<file path="src/rtl/ahb_dma_copy_master.sv">
// AHB-Lite DMA copy master: moves len words from src to dst as alternating SINGLE read/write transfers.
// HTRANS stays NONSEQ for the whole job so the two-master arbiter keeps the grant until the final data phase.
module ahb_dma_copy_master #(
  parameter int unsigned LEN_W     = 16,
  parameter logic [3:0]  HPROT_VAL = 4'b0011
) (
  input  logic             clk,
  input  logic             resetn,
  input  logic             start,
  input  logic [31:0]      src_addr,
  input  logic [31:0]      dst_addr,
  input  logic [LEN_W-1:0] len,
  output logic             busy,
  output logic             done,
  output logic             err,
  output logic [31:0]      HADDR,
  output logic [2:0]       HBURST,
  output logic             HMASTLOCK,
  output logic [3:0]       HPROT,
  output logic [2:0]       HSIZE,
  output logic [1:0]       HTRANS,
  output logic [31:0]      HWDATA,
  output logic             HWRITE,
  input  logic [31:0]      HRDATA,
  input  logic             HREADY,
  input  logic             HRESP
);

  localparam int unsigned AW           = 32;
  localparam logic [AW-1:0] WORD_STEP  = AW'(4);
  localparam logic [AW-1:0] ALIGN_MASK = ~AW'(3);
  localparam logic [1:0] TRANS_IDLE    = 2'b00;
  localparam logic [1:0] TRANS_NONSEQ  = 2'b10;

  typedef enum logic [1:0] {S_IDLE, S_RD, S_WR, S_LAST} state_t;

  state_t           state, state_n;
  logic [AW-1:0]    sa, sa_n, da, da_n, haddr_n, wbuf_n;
  logic [LEN_W-1:0] cnt, cnt_n;
  logic             first, first_n;
  logic             busy_n, done_n, err_n, hwrite_n;
  logic [1:0]       htrans_n;
  logic             data_err;

  assign HBURST    = 3'b000;
  assign HMASTLOCK = 1'b0;
  assign HPROT     = HPROT_VAL;
  assign HSIZE     = 3'b010;

  // Error response only counts in a cycle that is actually a data phase and completes.
  assign data_err = HREADY && HRESP &&
                    ((state == S_RD && !first) || state == S_WR || state == S_LAST);

  // State and datapath registers; wbuf is presented directly as HWDATA.
  always_ff @(posedge clk or negedge resetn) begin
    if (!resetn) begin
      state  <= S_IDLE;
      sa     <= '0;
      da     <= '0;
      cnt    <= '0;
      first  <= 1'b0;
      busy   <= 1'b0;
      done   <= 1'b0;
      err    <= 1'b0;
      HADDR  <= '0;
      HTRANS <= TRANS_IDLE;
      HWRITE <= 1'b0;
      HWDATA <= '0;
    end else begin
      state  <= state_n;
      sa     <= sa_n;
      da     <= da_n;
      cnt    <= cnt_n;
      first  <= first_n;
      busy   <= busy_n;
      done   <= done_n;
      err    <= err_n;
      HADDR  <= haddr_n;
      HTRANS <= htrans_n;
      HWRITE <= hwrite_n;
      HWDATA <= wbuf_n;
    end
  end

  // Next-state decode; every non-idle state stalls while HREADY is low.
  always_comb begin
    state_n = state;
    case (state)
      S_IDLE: if (start && len != '0) state_n = S_RD;
      S_RD:   if (HREADY) state_n = data_err ? S_IDLE : S_WR;
      S_WR:   if (HREADY) state_n = data_err ? S_IDLE :
                                    ((cnt > LEN_W'(1)) ? S_RD : S_LAST);
      S_LAST: if (HREADY) state_n = S_IDLE;
      default: state_n = S_IDLE;
    endcase
  end

  // Next values of datapath and bus outputs.
  always_comb begin
    sa_n     = sa;
    da_n     = da;
    cnt_n    = cnt;
    first_n  = first;
    wbuf_n   = HWDATA;
    haddr_n  = HADDR;
    htrans_n = HTRANS;
    hwrite_n = HWRITE;
    busy_n   = busy;
    done_n   = 1'b0;
    err_n    = 1'b0;
    if (data_err) begin
      err_n    = 1'b1;
      busy_n   = 1'b0;
      htrans_n = TRANS_IDLE;
      hwrite_n = 1'b0;
      haddr_n  = '0;
    end else begin
      case (state)
        S_IDLE: begin
          if (start) begin
            if (len == '0) begin
              done_n = 1'b1;
            end else begin
              sa_n     = src_addr & ALIGN_MASK;
              da_n     = dst_addr & ALIGN_MASK;
              cnt_n    = len;
              first_n  = 1'b1;
              busy_n   = 1'b1;
              haddr_n  = src_addr & ALIGN_MASK;
              htrans_n = TRANS_NONSEQ;
              hwrite_n = 1'b0;
            end
          end
        end
        S_RD: begin
          if (HREADY) begin
            sa_n     = sa + WORD_STEP;
            haddr_n  = da;
            hwrite_n = 1'b1;
          end
        end
        S_WR: begin
          if (HREADY) begin
            wbuf_n  = HRDATA;
            da_n    = da + WORD_STEP;
            cnt_n   = cnt - LEN_W'(1);
            first_n = 1'b0;
            hwrite_n = 1'b0;
            if (cnt > LEN_W'(1)) begin
              haddr_n = sa;
            end else begin
              htrans_n = TRANS_IDLE;
              haddr_n  = '0;
            end
          end
        end
        S_LAST: begin
          if (HREADY) begin
            done_n = 1'b1;
            busy_n = 1'b0;
          end
        end
        default: ;
      endcase
    end
  end

endmodule
</file>
<file path="config.mk">
export PLATFORM = sky130hd
export DESIGN_NAME = ahb_dma_copy_master
export DESIGN_NICKNAME = d
export VERILOG_FILES = /design/src/rtl/ahb_dma_copy_master.sv
export SDC_FILE = /design/constraint.sdc
export NUM_CORES = 1
export LEC_CHECK = 0
export CAP_MARGIN = 40
export CORE_MARGIN = 4
export CORE_UTILIZATION = 26
export DETAILED_ROUTE_END_ITERATION = 16
export PLACE_DENSITY = 0.58
export SYNTH_ARGS = -nofsm -noshare
export SYNTH_HDL_FRONTEND = slang
export SYNTH_SLANG_ARGS = --single-unit
</file>
<file path="constraint.sdc">
create_clock -name clk -period 2.1 [get_ports clk]
set_input_delay 0.315 -clock clk [delete_from_list [all_inputs] [get_ports clk]]
set_output_delay 0.315 -clock clk [all_outputs]
set_load 0.02 [all_outputs]
</file>
# Word-level counts from Yosys, hierarchy flattened
# Index checks and enable logic that the tools add are counted.
# totals
regBits,153
elab_cells,102
# classes
magnitude_cmp,1
add_sub_neg,3
n_reduce_logical,22
n_eq_ne,15
n_mux,48
n_bitwise,1
# op_table
operator,count
$mux W32,10
$pmux W32 S2,2
$pmux W32 S3,1
$add A32 B3 Y32 const B,2
$mux W16,3
$pmux W16 S2,1
$mux W2,12
$reduce_and A5 Y1,4
$ne A3 B3 Y1 const B,6
$gt A16 B1 Y1 const B,1
$logic_not A16 Y1,1
$reduce_bool A16 Y1,1
$sub A16 B1 Y16 const B,1
$mux W1,13
$ne A2 B2 Y1 const B,6
$pmux W2 S4,1
$reduce_and A4 Y1,2
$pmux W1 S2,3
$reduce_bool A3 Y1,2
$eq A2 B2 Y1 const B,2
$logic_and A1 B1 Y1,4
$pmux W2 S2,1
$reduce_bool A2 Y1,2
$reduce_bool A4 Y1,1
7 further kinds,8

# Logic depth before layout (Yosys ltp)
# depth
ltp_word,8
ltp_mapped,10
mapped_depth_nobuf,8

# Worst setup path after synthesis
# Ideal clock, no wire load.
# synth_path
kind,register to register
startpoint,register state[0]
endpoint,register sa[28]
stages_incl_launch_ff,10
slack_ns,-0.114
arrival_time_ns,2.093
path_buffers,2
required_ns,1.979
setup_time_ns,0.121
synth_period_minus_slack_ns,2.214
path_cell_list,dfrtp_1 -> inv_1 -> ha_1 -> buf_2 -> o311ai_4 -> inv_2 -> a2111o_1 -> buf_2 -> a21o_1 -> a22o_1
# synth_via
elab_chain_len,7
elab_cells_between_ends,15
# synth_lines
element,line_no,rtl
from (decl),37,"state_t state, state_n;"
from (signal assigned),70,state <= state_n;
$eq A2 B1 Y1,52,((state == S_RD && !first) || state == S_WR || state == S_LAST);
$logic_and A1 B1 Y1,52,
$logic_or A1 B1 Y1,52,
$logic_or A1 B1 Y1 (*),52,
$logic_and A1 B1 Y1 (*),51,assign data_err = HREADY && HRESP &&
net data_err,43,logic data_err;
$not A1 Y1 (no source line) (*),--,
$reduce_and A5 Y1 (no source line) (*),--,
to (signal assigned),71,sa <= sa_n;
to (decl),38,"logic [AW-1:0] sa, sa_n, da, da_n, haddr_n, wbuf_n;"
# The timed path passes the listed nets; every way through them passes the cells marked *.
# A chain may end at the register's enable or synchronous reset.

# Worst setup path in the final report
# layout_path
startpoint,register state[1]
endpoint,register sa[28]
# The elaborated chain is that of the path after synthesis.

==> insert_results.sql <==
INSERT INTO impl_metrics (metric_group, metric, value, unit) VALUES
('status', 'outcome', 'complete, but fails checks', ''),
('status', 'violations', 'setup timing', ''),
('finish', 'design.final.nets', '1372', ''),
('grt', 'via_count_of_the_first_global_routing_pass', '8883', ''),
('cts', 'cts.htree.levels', '4', ''),
('grt', 'grt_start_max_net_pins', '66', ''),
('detailed_routing', 'postRouteWirelength', '34.00', 'mm'),
('finish', 'nFillCells', '3093', ''),
('floorplanning', 'rows', '65', ''),
('critical_path', 'reg2reg_setup_slack', '-0.36', 'ns'),
('floorplanning', 'initial_utilization', '0.2663', ''),
('timing', 'final_count_of_hold_timing_violations', '0', ''),
('detailed_routing', 'detail_route.wl_per_cell', '20.07', 'microns'),
('cts', 'ctsLongestPathBuffers', '2', ''),
('logic_synthesis', 'synth.avg_cell_area', '8.994', 'sq um'),
('placement', 'gpl.final_weighted_congestion', '0.8417', ''),
('cts', 'worst_skew_pair.late_latency', '0.43', 'ns'),
('logic_synthesis', 'synth_enable_flop_cells', '0', ''),
('grt', 'grt.met1_usage', '0.2286', ''),
('floorplanning', 'dieArea', '35610', 'sq um'),
('cts', 'number_of_sinks_handled_by_clock_tree_synthesis', '147', ''),
('timing', 'setup_clock_skew_after_layout', '0.01144', 'ns'),
('critical_path', 'setup.worst_path.class', 'reg2reg', ''),
('cts', 'tritoncts', 'yes', ''),
('placement', 'post_detailed_placement_half_perimeter_wirelength', '22.56', 'mm'),
('placement', 'io_buffers', '181', ''),
('timing', 'fin_hold_ws', '0.3782', 'ns'),
('finish', 'area_growth_from_synthesis_to_layout', '62.66', '%'),
('grt', 'antenna_found_initial', '0', ''),
('logic_synthesis', 'synth-seq-area-share', '0.4332', ''),
('timing', 'slew_viol_final', '0', ''),
('timing', 'grt_setup_unrepaired', 'true', ''),
('timing', 'report.final.setup_viol', '110', ''),
('cts', 'clock_tree.root_cell', 'clkbuf_16', ''),
('timing', 'max-slew-margin-rel', '0.6258', ''),
('timing', 'period_needed', '2.458', 'ns'),
('logic_synthesis', 'synth_area', '8491', 'sq um'),
('placement', 'place_area', '11620', 'sq um'),
('detailed_routing', 'detail_route.first_pass.iterations', '5', ''),
('power_and_ir_drop', 'worst_vdd_drop', '0.8013', 'mV'),
('logic_synthesis', 'synth_area_leaders', 'dfrtp_1 43%, a21oi_1 5.8%, mux2_2 4.2%, nand2_1 4.2%, a22o_1 3.3%', ''),
('timing', 'post-route-worst-setup-slack', '-0.3584', 'ns'),
('logic_synthesis', 'netlist-cell-type-count', '65', ''),
('floorplanning', 'fp.dieW', '188.7', 'microns'),
('grt', 'grt_pass1_wl', '50.56', 'mm'),
('critical_path', 'crit_path_end_kind', 'register', ''),
('grt', 'global_route.usage.met2', '0.2938', ''),
('grt', 'gr-usage-met3', '0.05576', ''),
('logic_synthesis', 'netlist_top_cells_count', '147 x dfrtp_1, 98 x a21oi_1, 94 x nand2_1', ''),
('detailed_routing', 'detail_route.drc_violations', '0', ''),
('grt', 'grtUsageTotal', '0.1797', ''),
('logic_synthesis', 'synth_area_leader_cell', 'dfrtp_1', ''),
('detailed_routing', 'first_iter_violations', '685', ''),
('critical_path', 'cp_data_required_time', '2.42', 'ns'),
('cts', 'cts.reportedPaths.clkPinSlew', '0.07', 'ns'),
('floorplanning', 'core_area', '31880', 'sq um'),
('logic_synthesis', 'synth_top_cell_area_share', '0.4332', ''),
('worst_hold_path', 'hold_class', 'in2async', ''),
('critical_path', 'worstPathArrival', '2.78', 'ns'),
('power_and_ir_drop', 'p_per_area', '1673', 'nW/um^2'),
('logic_synthesis', 'ys_ff_latch', '147', ''),
('logic_synthesis', 'most_common_cell_in_the_netlist', 'dfrtp_1', ''),
('logic_synthesis', 'ys.flop_type', 'dfrtp_1', ''),
('logic_synthesis', 'cells_after_synthesis', '944', ''),
('critical_path', 'cp-start-kind', 'register', ''),
('critical_path', 'critical_path_peak_fanout', '5', ''),
('detailed_routing', 'drt-vias-per-instance', '5.323', ''),
('critical_path', 'worstRegToRegCells', '11', ''),
('critical_path', 'r2r-start', 'state[1]', ''),
('grt', 'grt-ovfl-total', '0', ''),
('cts', 'cts_inserted_buffers', '17', '');
==> cells in the final DEF (no fill, tap or decap), drive strengths merged, types with 6 or more instances in the layout <==
cell type,netlist,final
nand3,35,35
a22o,32,32
o22ai,28,28
mux2i,7,7
or4,6,6
a31oi,32,32
nor3,12,12
and3,10,10
conb,2,12
o22a,9,9
a2bb2oi,14,14
ha,8,8
or2,7,7
a21oi,98,98
clkdlybuf4s50,0,180
buf,38,179
dfrtp,147,147
mux2,32,32
nor4,12,12
o32ai,8,8
o21ai,74,74
nor2,42,42
clkinv,2,9
nand4,22,22
nand2,94,94
nor2b,30,30
inv,15,15
clkbuf,54,24
and4,12,12
==> metrics by stage <==
stage | power, mW | instances | util | setup TNS [ns] | setup slack, ns
6_report | 23.10 | 1694 | 0.4332 | -26.09 | -0.3584
5_1_grt | 24.42 | 1694 | 0.4332 | -33.93 | -0.4182
4_1_cts | 22.20 | 1679 | 0.4208 | -20.32 | -0.3049
3_5_place_dp | 16.39 | 1600 | 0.3644 | -47.01 | -0.5405
3_3_place_gp | 16.13 | 1598 | 0.3634 | -52.90 | -0.6848
2_1_floorplan | 11.64 | 954 | - | -0.2010 | -0.07690
==> how the worst max path moves through the flow <==
stage / start / end / slack (ns)
2_1_floorplan: state[1] / sa[28] / -0.08
3_3_place_gp: len[11] / da[6] / -0.68
3_5_place_dp: len[11] / sa[30] / -0.54
4_1_cts: state[1] / sa[31] / -0.30
5_1_grt: state[1] / sa[28] / -0.42
6_report: state[1] / sa[28] / -0.36
==> cells by family (layout without fill, tap and decap cells) <==
family | count (synthesis) | after routing | synth area share
flip-flops | 147 | 147 | 0.4332
adder cells (fa/ha/maj) | 8 | 8 | 0.01179
multiplexers | 39 | 39 | 0.05069
AND/OR/NAND/NOR | 297 | 297 | 0.1789
other | 2 | 12 | 0.0008845
AO/OA/AOI/OAI | 342 | 342 | 0.2654
buffers and inverters | 109 | 414 | 0.05909
==> repair_timing <==
| item | in CTS | in global routing |
|---|---|---|
| endpoints found under the setup margin | 108 | 142 |
| cloned | 11 | 7 |
| hold buffers | 1 | 0 |
| setup buffers | 36 | 17 |
| endpoints found under the hold margin | 34 | 0 |
| gates resized for setup | 154 | 64 |
| pin swaps | 57 | 31 |
==> worst max-delay path: stages (launching register included) <==
cell and delay, ns:
dfrtp_1 0.39, inv_2 0.08, ha_4 0.16, nor2b_4 0.12, o311ai_4 0.32, inv_2 0.08, buf_6 0.13, a2111o_1 0.42
buf_12 0.17, buf_12 0.12, a21o_1 0.15, a22o_1 0.20
==> state kept, by name, indices dropped and copies added, names as in the netlist <==
name and flops:
HTRANS 1, err 1, HWDATA 32, state 2, first 1, HADDR 31, da 30, sa 30
busy 1, cnt 16, HWRITE 1, done 1
==> area by class of cell <==
| type | instances | area, sq um | area share |
|---|---|---|---|
| clock buffer | 20 | 446.7 | 0.03234 |
| timing repair buffer | 366 | 3905 | 0.2828 |
| multi-input combinational | 698 | 5035 | 0.3646 |
| sequential | 147 | 3680 | 0.2664 |
| clock inverter | 11 | 136.4 | 0.009875 |
| tap | 435 | 544.3 | 0.03941 |
| inverter | 17 | 63.81 | 0.004620 |
==> power by group <==
part | total (mW) | internal, mW | leakage, nW | switching (mW)
registers | 5.47 | 4.21 | 1.74 | 1.26
clock network | 3.16 | 1.88 | 0.289 | 1.28
logic | 14.5 | 7.24 | 3.45 | 7.24
==> layer usage <==
layer,part of all wire,wire length (microns)
met1,0.42,14180
met2,0.48,16150
met4,0.026,899
met3,0.082,2774
met5,0,0
No activity file was read; power rests on OpenSTA's default activity.
